<file path="config.mk">
export PLATFORM = sky130hd
export DESIGN_NAME = led_driver_core
export DESIGN_NICKNAME = d
export VERILOG_FILES = /design/src/rtl/led_driver_pkg.sv /design/src/rtl/led_driver_core_tick_gen.sv /design/src/rtl/led_driver_core.sv
export SDC_FILE = /design/constraint.sdc
export NUM_CORES = 1
export LEC_CHECK = 0
export CORE_ASPECT_RATIO = 0.9
export CORE_MARGIN = 8
export CORE_UTILIZATION = 57
export CTS_CLUSTER_SIZE = 40
export DETAILED_ROUTE_END_ITERATION = 6
export PLACE_DENSITY = 0.93
export SLEW_MARGIN = 20
export SYNTH_ARGS = -nofsm -noshare
export SYNTH_HDL_FRONTEND = slang
export SYNTH_SLANG_ARGS = --single-unit
</file>
<file path="constraint.sdc">
create_clock -name clk -period 2.3 [get_ports clk]
set_input_delay 0.46 -clock clk [delete_from_list [all_inputs] [get_ports clk]]
set_output_delay 0.46 -clock clk [all_outputs]
set_load 0.05 [all_outputs]
</file>
<file path="src/rtl/led_driver_pkg.sv">
// -----------------------------------------------------------------------------
// led_driver_pkg
// Shared types and constants for the LED driver core.
//   led_mode_t      : 2-bit display mode (OFF / HEAT / COOL / ALARM)
//   PAT_*           : pattern loaded into the LED bank when a mode is entered
//   init_pattern()  : maps a mode to its initial pattern
// -----------------------------------------------------------------------------
package led_driver_pkg;

    typedef enum logic [1:0] {
        MODE_OFF   = 2'b00,
        MODE_HEAT  = 2'b01,
        MODE_COOL  = 2'b10,
        MODE_ALARM = 2'b11
    } led_mode_t;

    localparam logic [15:0] PAT_OFF   = 16'h0000;
    localparam logic [15:0] PAT_HEAT  = 16'h0001;
    localparam logic [15:0] PAT_COOL  = 16'h8000;
    localparam logic [15:0] PAT_ALARM = 16'hFFFF;

    function automatic logic [15:0] init_pattern(input led_mode_t mode);
        logic [15:0] pat;
        case (mode)
            MODE_HEAT:  pat = PAT_HEAT;
            MODE_COOL:  pat = PAT_COOL;
            MODE_ALARM: pat = PAT_ALARM;
            default:    pat = PAT_OFF;
        endcase
        return pat;
    endfunction

endpackage

</file>
<file path="src/rtl/led_driver_core_tick_gen.sv">
// -----------------------------------------------------------------------------
// led_tick_gen
// Animation prescaler. Counts 0..TICK_DIV-1 and flags the last count; the
// owner applies one animation step on every edge where tick is high.
// Ports:
//   clk   in  : system clock, rising edge
//   rst   in  : asynchronous active-low reset
//   clear in  : restart the interval (mode reload); takes priority
//   tick  out : high while the counter sits on its terminal value
// Parameters:
//   TICK_DIV  : clock cycles per animation step (1..65535)
// -----------------------------------------------------------------------------
module led_tick_gen #(
    parameter int TICK_DIV = 8
) (
    input  logic clk,
    input  logic rst,
    input  logic clear,
    output logic tick
);

    // A divider of 1 still needs a one-bit counter; it simply never leaves 0.
    localparam int CNT_W = (TICK_DIV > 1) ? $clog2(TICK_DIV) : 1;
    localparam logic [CNT_W-1:0] CNT_LAST = CNT_W'(TICK_DIV - 1);

    logic [CNT_W-1:0] tick_cnt;

    always_ff @(posedge clk or negedge rst) begin
        if (!rst) begin
            tick_cnt <= '0;
        end else if (clear || (tick_cnt == CNT_LAST)) begin
            tick_cnt <= '0;
        end else begin
            tick_cnt <= tick_cnt + 1'b1;
        end
    end

    assign tick = (tick_cnt == CNT_LAST);

endmodule

</file>
<file path="src/rtl/led_driver_core.sv">
// -----------------------------------------------------------------------------
// led_driver_core
// 16-LED animation driver. A mode select picks a pattern that is loaded one
// edge after the mode changes and then animated once every TICK_DIV cycles:
// HEAT rotates left, COOL rotates right, ALARM blinks, OFF stays dark.
// Ports:
//   clk     in  [0]    : system clock, rising edge
//   rst     in  [0]    : asynchronous active-low reset
//   LED     in  [1:0]  : mode select 00 OFF, 01 HEAT, 10 COOL, 11 ALARM
//   LED_OUT out [15:0] : LED bank drive, 1 = lit
// Parameters:
//   TICK_DIV : clock cycles per animation step (1..65535)
//   PWM_DUTY : PWM on-slots out of 16 (0..16), used with LED_DRIVER_PWM_EN
// Build option:
//   LED_DRIVER_PWM_EN : when defined, gates LED_OUT with a 16-slot PWM
// -----------------------------------------------------------------------------
module led_driver_core
    import led_driver_pkg::*;
#(
    parameter int TICK_DIV = 8,
    parameter int PWM_DUTY = 8
) (
    input  logic        clk,
    input  logic        rst,
    input  logic [1:0]  LED,
    output logic [15:0] LED_OUT
);

    led_mode_t   mode_q;
    logic [15:0] pat_q;
    logic        mode_change;
    logic        tick;

    assign mode_change = (LED != mode_q);

    led_tick_gen #(
        .TICK_DIV (TICK_DIV)
    ) u_tick_gen (
        .clk   (clk),
        .rst   (rst),
        .clear (mode_change),
        .tick  (tick)
    );

    // A mode change wins over a coincident step: reload, do not animate.
    always_ff @(posedge clk or negedge rst) begin
        if (!rst) begin
            mode_q <= MODE_OFF;
            pat_q  <= PAT_OFF;
        end else if (mode_change) begin
            mode_q <= led_mode_t'(LED);
            pat_q  <= init_pattern(led_mode_t'(LED));
        end else if (tick) begin
            case (mode_q)
                MODE_HEAT:  pat_q <= {pat_q[14:0], pat_q[15]};
                MODE_COOL:  pat_q <= {pat_q[0], pat_q[15:1]};
                MODE_ALARM: pat_q <= ~pat_q;
                default:    pat_q <= PAT_OFF;
            endcase
        end
    end

`ifdef LED_DRIVER_PWM_EN
    logic [3:0] pwm_cnt;
    logic       pwm_on;

    // Free-running; deliberately not restarted by mode changes.
    always_ff @(posedge clk or negedge rst) begin
        if (!rst) begin
            pwm_cnt <= '0;
        end else begin
            pwm_cnt <= pwm_cnt + 1'b1;
        end
    end

    // Compare in 5 bits so a duty of 16 means always on.
    assign pwm_on  = ({1'b0, pwm_cnt} < 5'(PWM_DUTY));
    assign LED_OUT = pat_q & {16{pwm_on}};
`else
    logic [4:0] pwm_duty_unused;
    assign pwm_duty_unused = 5'(PWM_DUTY);
    assign LED_OUT = pat_q;
`endif

endmodule

</file>
After elaboration in Yosys (flattened, before gate mapping):

Index checks and enable logic that the tools add are counted.

* register bits: 21
* output and inout port bits: 16

* muxes and demuxes: 5
* bitwise operators: 1
* eq/ne operators: 8
* reduce and logical (&&, ||, !) cells: 2
* $add $sub $neg: 1

Operators with widths (count)
* one-hot mux 16 bit (3 select lines): 2
* two-way mux 16 bit: 2
* NOT 16 bit: 1
* equality test 2 bit (second input constant): 4
* equality test 2 x 1 -> 1 bit (second input constant): 2
* adder 3 x 1 -> 3 bit (second input constant): 1
* equality test 3 bit (second input constant): 1
* two-way mux 3 bit: 1
* inequality test 2 bit: 1
* nonzero test 2 bit: 1
* logical OR 1 bit: 1

Depth between registers and ports, before layout:

* depth after elaboration: 4
* gate-level depth with buffers: 7
* mapped depth without buffers: 6

Modules after synthesis:

A second synthesis with hierarchy kept.

* cell total of the unflattened synthesis: 138
* area, all modules: 1346.3 sq um

Modules (own cells, without submodules)
* led_driver_core: cells an instance 130, instances 1, area each 1226.2 sq um
* led_tick_gen: cells an instance 8, instances 1, area each 120.1 sq um

Worst setup path before layout:

OpenSTA, ideal clock, no wires.

* kind: input-to-reg
* from: input LED[0]
* to: register pat_q[10], in the netlist LED_OUT[10]
* arrival: 1.509 ns
* path slack: 0.670 ns
* stages: 7
* cell sequence: buf_6 > xnor2_2 > nand2_2 > or2_1 > buf_6 > buf_8 > o22a_1

* cells in the longest elaborated chain, start to end: 3

Ends and longest elaborated chain
* start, declared: RTL line led_driver_core.sv:25 `input logic [1:0] LED,`
* equality test 2 bit or equality test 2 x 1 -> 1 bit (tied branches): RTL line led_driver_pkg.sv:24 `case (mode)`
* one-hot mux 16 bit (3 select lines): RTL line led_driver_pkg.sv:24
* two-way mux 16 bit: RTL line led_driver_core.sv:50 `end else if (mode_change) begin`
* end signal, assigned: RTL line led_driver_core.sv:52 `pat_q <= init_pattern(led_mode_t'(LED));`
* end signal, assigned: RTL line led_driver_core.sv:55 `MODE_HEAT: pat_q <= {pat_q[14:0], pat_q[15]};`
* end signal, assigned: RTL line led_driver_core.sv:56 `MODE_COOL: pat_q <= {pat_q[0], pat_q[15:1]};`
* end, declared: RTL line led_driver_core.sv:30 `logic [15:0] pat_q;`

Several ways; a longest one is shown, not always the timed one.
A chain may end at the register's enable or synchronous reset.

Worst setup path in the final report:

* from: register pat_q[14], in the netlist LED_OUT[14]
* to: output LED_OUT[14]

RTL lines
* end, declared: RTL line led_driver_core.sv:26 `output logic [15:0] LED_OUT`

No word-level cell between the ends.

==> impl_metrics.csv <==
group,metric,value,unit
clock_network,hold_buffers,0,
floorplanning,fp.dieW,67.5,um
drt,routed_via_density,5.85,
yosys,synth_area_leader_cell,"dfrtp_1",
yosys,seq_area_frac_synth,38.6,%
pwr,p_leak,0.615,nW
clock_network,root_buffer,"clkbuf_4",
yosys,synth_edf_count,0,
floorplanning,die-area,4210,sq um
yosys,synth_seq_cells,21,
yosys,synthFlopType,"dfrtp_1",
global_route,overflow,0,
drt,ant_nets,0,
timing,hold_ws,0.442,ns
setup_path,worst-setup-path-type,"flop to primary output",
timing,rsz0062_at_grt,"false",
clock_network,clk_pin_slew_worst_paths,0.11,ns
floorplanning,die_y,62.4,um
yosys,ys_warn_count,0,
setup_path,end_kind,"primary output",
timing,final.min_clock_period,2.05,ns
clock_network,cts_buffers,3,
setup_path,cpMaxStageDelayCell,"clkdlybuf4s50_1",
timing,period_share,89.2,%
layout,fillers,166,
timing,hold_viol,0,
global_route,grt_pass1_wl,4600,um
place,io_buffer_count,19,
timing,skew,0.00788,ns
clock_network,clock_latency,0.31,ns
clock_network,post_cts_resize_count,0,
job,maxCapViolCount,0,
drt,drcViolationCount,0,
clock_network,clock_path_buffers,2,
timing,slew_viol_final,0,
layout,diodes,0,
timing,relSlewSlack,57.6,%
setup_path,path_buf_inv,1,
layout,final_cell_mix,"21 x dfrtp_1, 19 x clkdlybuf4s50_1, 16 x a21oi_1, 16 x nand2_1",
clock_network,htree_num_levels,1,
pwr,power.total,1.10,mW
clock_network,tritoncts,"yes",
yosys,synth_cells,142,
drt,wl_per_cell,14.7,um
setup_path,cp_data_arrival_time,1.59,ns
global_route,grt_max_degree,34,
layout,synthToLayoutAreaGrowth,14.6,%
min_path,min-delay-path-class,"flop to flop",
layout,fin_nets,164,
timing,setup_viol,0,
timing,fmax,0.487,GHz
setup_path,slowest_delay,0.84,ns
clock_network,cts_sinks,21,
pwr,powerDensity,704,nW/um^2
place,post-dp-hpwl,1950,um
pwr,vdd_ir_drop_max,0.468,mV
yosys,avgSynthCellArea,9.60,sq um
drt,vias,1077,
floorplanning,core_area,2220,sq um
drt,drt-initial-drc-count,90,
global_route,grtUsageTotal,13.4,%
run_status,outcome,"finished clean",
timing,setup_tns,0,ns
yosys,synthArstFlopShare,100,%
setup_path,cp_data_required_time,1.84,ns
setup_path,crit_chain,"clkdlybuf4s50_1",
global_route,antenna_found_initial,0,
yosys,synthDistinctLibCells,33,
drt,finalWirelength,2710,um
layout,final_common_cell,"dfrtp_1",
place,gp_congestion,0.797,
yosys,syn-num-nets,148,
floorplanning,pin_count,20,
drt,dr.pass1.iters,4,
timing,worst_pin_slew,0.635,ns
clock_network,postCtsSetupBuffers,0,
setup_path,crit_family,"buffers and inverters",
setup_path,cp_max_fo,5,
global_route,grt_pass1_vias,1035,
floorplanning,start_util,61.3,%
yosys,synth.top_cell.area_share,38.6,%
layout,drive_gt1_share,22.9,%
yosys,syn_area,1360,sq um
yosys,synthTopCellsByArea,"dfrtp_1 39%, o211ai_1 7.2%, or2_2 6.0%",
floorplanning,placementRows,16,
setup_path,start_kind,"flop",
[through the flow]
| stage | instances | cell area (sq um) | util, % | setup WS [ns] |
|---|---|---|---|---|
| floorplan | 142 | 1360 | - | 0.670 |
| global placement | 180 | 1540 | 69.1 | 0.136 |
| detailed placement | 180 | 1540 | 69.1 | 0.0732 |
| CTS | 184 | 1560 | 70.3 | 0.241 |
| global route | 184 | 1560 | 70.3 | 0.207 |
| finish | 184 | 1560 | 70.3 | 0.248 |
[metal layers]
layer  routed length [um]  GRT usage, %  vias up
li1                     -             -      535
met1                 1200          15.7      520
met2                 1340          22.2       19
met3                  157          5.20        3
met4                   15          2.35        0
met5                    0             0        -
[registers in the layout, indices dropped and copies added, names as in the netlist]
register and count:
LED_OUT 16, mode_q 2, u_tick_gen.tick_cnt 3
[worst paths after layout]
check | startpoint | end | slack (ns) | cells after the start
setup / recovery | LED_OUT[14] | LED_OUT[14] | 0.25 | 1
hold / removal | u_tick_gen.tick_cnt[0] | u_tick_gen.tick_cnt[0] | 0.44 | 1
min in group asynchronous | rst | mode_q[0] | 0.47 | 2
hold reg to reg | u_tick_gen.tick_cnt[0] | u_tick_gen.tick_cnt[0] | 0.44 | 1
setup reg to reg | u_tick_gen.tick_cnt[0] | LED_OUT[3] | 0.52 | 4
max in group asynchronous | rst | LED_OUT[12] | 1.60 | 2
[final cells by class]
class / instances / area [sq um] / area share (%)
well taps: 27 / 33.8 / 2.16
multi-input cells: 101 / 711 / 45.5
clock buffers: 4 / 26.3 / 1.68
repair buffers: 27 / 250 / 16.0
flip-flops and latches: 21 / 526 / 33.7
inverters: 4 / 15.0 / 0.962
[cells in the mapped netlist (all sizes together) (3+ instances only)]
cell type / n
a21oi: 16
buf: 13
clkbuf: 3
dfrtp: 21
inv: 4
nand2: 17
nor2: 4
nor2b: 4
o211ai: 13
o22a: 14
or2: 14
[kinds of logic (layout without fill, tap and decap cells)]
logic type / Yosys count / count (layout) / share of synthesized area (%)
AOI/OAI and AO/OA: 51 / 51 / 30.3
and+or+nand+nor: 45 / 45 / 17.4
DFF: 21 / 21 / 38.6
buffers and inverters: 20 / 35 / 9.27
adders and majority gates: 2 / 2 / 1.84
xor gates and xnor gates: 2 / 2 / 1.84
muxes: 1 / 1 / 0.735
[power breakdown]
| group | switching (mW) | internal (mW) | leakage [nW] |
|---|---|---|---|
| Combinational | 0.281 | 0.170 | 0.348 |
| Clock | 0.110 | 0.0678 | 0.0150 |
| Sequential | 0.0530 | 0.417 | 0.252 |
Power figures use the tool's default switching activity.
